$ cat config.mk
export PLATFORM = sky130hd
export DESIGN_NAME = trdb_word_fifo
export DESIGN_NICKNAME = d
export VERILOG_FILES = /design/src/rtl/trdb_word_fifo.sv
export SDC_FILE = /design/constraint.sdc
export NUM_CORES = 1
export LEC_CHECK = 0
export BUFFER_PORTS_ARGS = -buffer_cell sky130_fd_sc_hd__buf_4
export CORE_ASPECT_RATIO = 0.7
export CORE_MARGIN = 2
export CORE_UTILIZATION = 35
export CTS_BUF_LIST = sky130_fd_sc_hd__clkbuf_8
export CTS_CLUSTER_DIAMETER = 200
export DETAILED_ROUTE_END_ITERATION = 10
export GPL_TIMING_DRIVEN = 0
export PLACE_DENSITY = 0.52
export SLEW_MARGIN = 20
export SYNTH_ARGS = -nofsm -noshare
export SYNTH_HDL_FRONTEND = slang
export SYNTH_SLANG_ARGS = --single-unit
$ cat constraint.sdc
create_clock -name clk_i -period 9.8 [get_ports clk_i]
set_clock_uncertainty 0.2 [all_clocks]
set_input_delay 0.98 -clock clk_i [delete_from_list [all_inputs] [get_ports clk_i]]
set_output_delay 0.98 -clock clk_i [all_outputs]
set_load 0.02 [all_outputs]
$ cat src/rtl/trdb_word_fifo.sv
// trdb_word_fifo
// ---------------------------------------------------------------------------
// Elastic first-word-fall-through buffer behind the trace packet stream
// aligner. The producer has no backpressure, so a word arriving while the
// buffer is full (and not being drained in the same cycle) is dropped. Drops
// are counted by a saturating counter and latched into a sticky overflow flag
// so trace loss is always visible to the sink.
//
// Parameters:
//   XLEN  - word width
//   DEPTH - number of entries (power of two, >= 2)
//   CNTW  - width of the saturating drop counter
//
// Ports:
//   clk_i         clock
//   rst_i         synchronous active-high reset (priority over clear_i)
//   word_i        incoming packet word
//   word_valid_i  word_i valid; no ready, word is taken or dropped
//   clear_i       synchronous flush of contents and statistics
//   word_o        head-of-FIFO word (combinational from storage)
//   word_valid_o  FIFO non-empty
//   word_ready_i  sink accepts word_o this cycle
//   fill_o        current number of entries
//   empty_o       fill == 0
//   full_o        fill == DEPTH
//   overflow_o    sticky: a word was dropped since last reset/clear
//   drop_cnt_o    saturating count of dropped words
// ---------------------------------------------------------------------------
module trdb_word_fifo #(
  parameter int unsigned XLEN  = 32,
  parameter int unsigned DEPTH = 16,
  parameter int unsigned CNTW  = 16
) (
  input  logic                     clk_i,
  input  logic                     rst_i,
  input  logic [XLEN-1:0]          word_i,
  input  logic                     word_valid_i,
  input  logic                     clear_i,
  output logic [XLEN-1:0]          word_o,
  output logic                     word_valid_o,
  input  logic                     word_ready_i,
  output logic [$clog2(DEPTH):0]   fill_o,
  output logic                     empty_o,
  output logic                     full_o,
  output logic                     overflow_o,
  output logic [CNTW-1:0]          drop_cnt_o
);

  localparam int unsigned AW   = $clog2(DEPTH);
  localparam int unsigned PtrW = AW + 1;

  // Elaboration-time sanity checks on the parameters.
  if (DEPTH < 2 || (1 << AW) != DEPTH) begin : g_depth_check
    $error("trdb_word_fifo: DEPTH must be a power of two >= 2");
  end
  if (CNTW < 1) begin : g_cntw_check
    $error("trdb_word_fifo: CNTW must be >= 1");
  end

  // -------------------------------------------------------------------------
  // State
  // -------------------------------------------------------------------------
  logic [XLEN-1:0] mem_q [DEPTH];

  logic [PtrW-1:0] wr_ptr_q, wr_ptr_d;
  logic [PtrW-1:0] rd_ptr_q, rd_ptr_d;
  logic [CNTW-1:0] drop_cnt_q, drop_cnt_d;
  logic            overflow_q, overflow_d;

  // -------------------------------------------------------------------------
  // Status decode (registered state only)
  // -------------------------------------------------------------------------
  logic [AW-1:0] wr_idx;
  logic [AW-1:0] rd_idx;
  logic          ptr_wrap_diff;
  logic          full;
  logic          empty;

  assign wr_idx        = wr_ptr_q[AW-1:0];
  assign rd_idx        = rd_ptr_q[AW-1:0];
  assign ptr_wrap_diff = wr_ptr_q[AW] ^ rd_ptr_q[AW];
  assign empty         = (wr_ptr_q == rd_ptr_q);
  assign full          = ptr_wrap_diff && (wr_idx == rd_idx);

  // -------------------------------------------------------------------------
  // Handshake decode
  // -------------------------------------------------------------------------
  logic pop;
  logic push;
  logic drop;
  logic flush;

  assign flush = rst_i || clear_i;
  assign pop   = !empty && word_ready_i;
  // A pop in the same cycle frees the head slot, so a full FIFO can still
  // accept; this is the only path from word_ready_i and it ends in state.
  assign push  = word_valid_i && (!full || pop);
  assign drop  = word_valid_i && full && !pop;

  // -------------------------------------------------------------------------
  // Next-state logic
  // -------------------------------------------------------------------------
  always_comb begin
    wr_ptr_d   = wr_ptr_q;
    rd_ptr_d   = rd_ptr_q;
    drop_cnt_d = drop_cnt_q;
    overflow_d = overflow_q;

    if (flush) begin
      // Flush voids any concurrent push, pop or drop.
      wr_ptr_d   = '0;
      rd_ptr_d   = '0;
      drop_cnt_d = '0;
      overflow_d = 1'b0;
    end else begin
      if (push) begin
        wr_ptr_d = wr_ptr_q + PtrW'(1);
      end
      if (pop) begin
        rd_ptr_d = rd_ptr_q + PtrW'(1);
      end
      if (drop) begin
        overflow_d = 1'b1;
        if (drop_cnt_q != {CNTW{1'b1}}) begin
          drop_cnt_d = drop_cnt_q + CNTW'(1);
        end
      end
    end
  end

  // -------------------------------------------------------------------------
  // Control registers
  // -------------------------------------------------------------------------
  always_ff @(posedge clk_i) begin
    wr_ptr_q   <= wr_ptr_d;
    rd_ptr_q   <= rd_ptr_d;
    drop_cnt_q <= drop_cnt_d;
    overflow_q <= overflow_d;
  end

  // -------------------------------------------------------------------------
  // Storage: contents are don't-care while empty, so no reset.
  // -------------------------------------------------------------------------
  always_ff @(posedge clk_i) begin
    if (push && !flush) begin
      mem_q[wr_idx] <= word_i;
    end
  end

  // -------------------------------------------------------------------------
  // Outputs
  // -------------------------------------------------------------------------
  assign word_o       = mem_q[rd_idx];
  assign word_valid_o = !empty;
  assign fill_o       = wr_ptr_q - rd_ptr_q;
  assign empty_o      = empty;
  assign full_o       = full;
  assign overflow_o   = overflow_q;
  assign drop_cnt_o   = drop_cnt_q;

endmodule
==> reports/metrics.csv <==
metric;value;unit
yosys warns;0;
Logic pwr share;0.028;
GR Overflow Total;0;
chip width;296.5;um
fin. max-slew vios;0;
first-pass GRT wire length;71800;um
Distinct cells, synth;47;
DRC errors left;0;
number of global-route vias before repair;10600;
Worst setup SP type;flop;
Hold Crit Depth;2;
top cells by area, synth;edfxtp_1, mux4_2, dfxtp_1, ha_1, clkbuf_1;
CTS max path bufs;3;
CTS H-tree depth;3;
Vias/cell;5.070;
pin count of the biggest net entering global routing;18;
die height;208.7;um
FP Rows;75;
All-Layer GR Usage;0.1618;
Clk network pwr share;0.389;
number of instances in the placed design;1869;
Antenna Cells;0;
Period minus WS final;4700;ps
Post-CTS Hold Fix Bufs;0;
final antenna-violating net count;0;
Switching Fraction;0.2153;
die footprint;0.06188;sq mm
Post-CTS Setup Inserts;0;
fin nets;1194;
initial core utilization;0.3517;
Synth Flop Type;edfxtp_1;
pwr dens;174.8;mW/mm^2
Syn Area/Cell;22.61;sq um
LEAKAGE;7.824;nW
MaxCap Viol Count;0;
fraction of layout cells with a size suffix above 1;0.3600;
core area;0.05959;sq mm
TritonCTS clock tree;built;
fraction of registers with async set/reset;0;
setup ws final;5100;ps
routed len/inst;24.36;um
Final setup violation count;0;
worst min-delay path class;reg -> reg;
Mapped Nets;975;
detailed-route via count;10240;
Area growth syn-to-layout;19.05;%
Setup CP Type;reg -> out;
Non-Filler Instances;2019;
Place WS;5669;ps
clock latency at the later pin of the worst-skew pair;650;ps
status;completed;
Commonest cells post-synth;edfxtp_1, mux4_2, dfxtp_1;
Worst Path Required;8620;ps
cells after synthesis;927;
Root Driver;clkbuf_8;
worst rel slew slack;0.3368;
GPL Wtd Cong;0.7670;
Max rail drop VDD;0.07832;mV
Filler Cell Count;5231;
Fmax achieved;212.8;MHz
CTS Sinks;543;
reg2reg path depth;10;
area leader, netlist;edfxtp_1;
top-count cell post-synth;edfxtp_1;
unrepaired setup endpoints after global routing;false;
worst path arrival time;3520;ps
Setup crit end kind;primary output;
CTS resizes;0;
Slew @ Worst Pin;994.8;ps
largest fanout on the critical path;10;
final worst path period share;0.4795;
switching power total;0.0009390;W
synthesized flop and latch total;543;
final hold violation count;0;
detailed placer's ending HPWL;31680;um
Seq pwr share;0.583;
register area share after synthesis;0.7633;
Post-synth EDFFs;512;
Netlist Area Pre-Place;0.02096;sq mm
final wirelength;49180;um
Setup Total Neg Slack;0;ps
drt first pass iters;5;
post-synth top area share;0.7337;
Worst-path clk slew;60;ps
antenna violations before repair;1;
top-level I/O count;94;
Num CTS Buffers;83;
IO Port Bufs;93;
DRT iter0 DRCs;802;
Int Pwr;0.003422;W
-- per-layer routing --
layer / GRT usage / routed length [um]
met3: 0.03648 / 2723
met1: 0.2347 / 22640
met5: 0 / 13
met2: 0.2477 / 22980
met4: 0.04127 / 818
-- state kept, by name, summed over array words and instances, names as in the netlist, named ones only --
signal / count
overflow_o: 1
rd_ptr_q: 5
wr_ptr_q: 5
drop_cnt_o: 16
mem_q: 512
-- worst paths after layout --
kind	start	endpoint	slack [ps]
max	flop	word_o[16]	5100
min	overflow_o	overflow_o	280
max reg2reg	wr_ptr_q[0]	mem_q[3][25]	6150
min reg2reg	overflow_o	overflow_o	280
-- layout by cell type (no fill, tap or decap), drive strengths merged, types with 4 or more instances in the layout --
| cell type | count |
|---|---|
| o31ai | 8 |
| clkbuf | 117 |
| a21oi | 13 |
| mux4 | 160 |
| clkinv | 25 |
| nand2 | 15 |
| xor2 | 4 |
| mux2i | 6 |
| buf | 151 |
| o21ai | 5 |
| edfxtp | 512 |
| and3 | 5 |
| nand4 | 7 |
| ha | 10 |
| or3 | 6 |
| nand3 | 14 |
| or4 | 7 |
| xnor2 | 6 |
| dfxtp | 31 |
| nor2 | 26 |
| and4 | 5 |
| inv | 46 |
| nor3 | 4 |
-- cells by family (layout without fill, tap and decap cells) --
family | after synthesis | count (layout) | synth area share
mux | 166 | 166 | 0.1748
compound gates | 42 | 42 | 0.01367
xor+xnor | 10 | 10 | 0.004538
simple gates | 97 | 97 | 0.02472
fa+ha+maj | 11 | 11 | 0.006926
flops | 543 | 543 | 0.7633
buf+inv | 58 | 342 | 0.01200
-- power groups by stage --
stage / combinational (W) / sequential (W) / clock [W]
floorplan: 0.0000544 / 0.00259 / 0
global placement: 0.000118 / 0.00259 / 0
detailed placement: 0.000124 / 0.00259 / 0
CTS: 0.000125 / 0.00254 / 0.00176
global route: 0.000133 / 0.00254 / 0.00185
finish: 0.000122 / 0.00254 / 0.00170
-- critical path, cell delays in order (launching register included) --
cell,delay (ps)
dfxtp_1,340
clkbuf_1,580
clkbuf_1,810
mux4_2,410
mux4_2,540
buf_4,190
-- metrics by stage --
| stage | instance area [sq um] | utilization | total power (W) | hold slack, ps |
|---|---|---|---|---|
| after floorplan | 20960 | - | 0.002647 | 285.3 |
| after global placement | 22660 | 0.3803 | 0.002711 | 267.1 |
| after detailed placement | 23470 | 0.3938 | 0.002716 | 273.7 |
| after CTS | 24950 | 0.4187 | 0.004426 | 287.5 |
| after global routing | 24950 | 0.4187 | 0.004527 | 304.8 |
| final | 24950 | 0.4187 | 0.004361 | 277.0 |
-- area by class of cell --
type                       instances  area, sq um  share of cell area
clock inverter                    62        270.3             0.01083
clock buffer                      88         1211             0.04855
multi-input combinational        326         4818              0.1931
inverter                          12        45.04            0.001806
sequential                       543        16000              0.6412
tap                              808         1011             0.04052
timing repair buffer             134         1388             0.05562
buffer                            46        209.0            0.008376
Power figures use the tool's default switching activity.
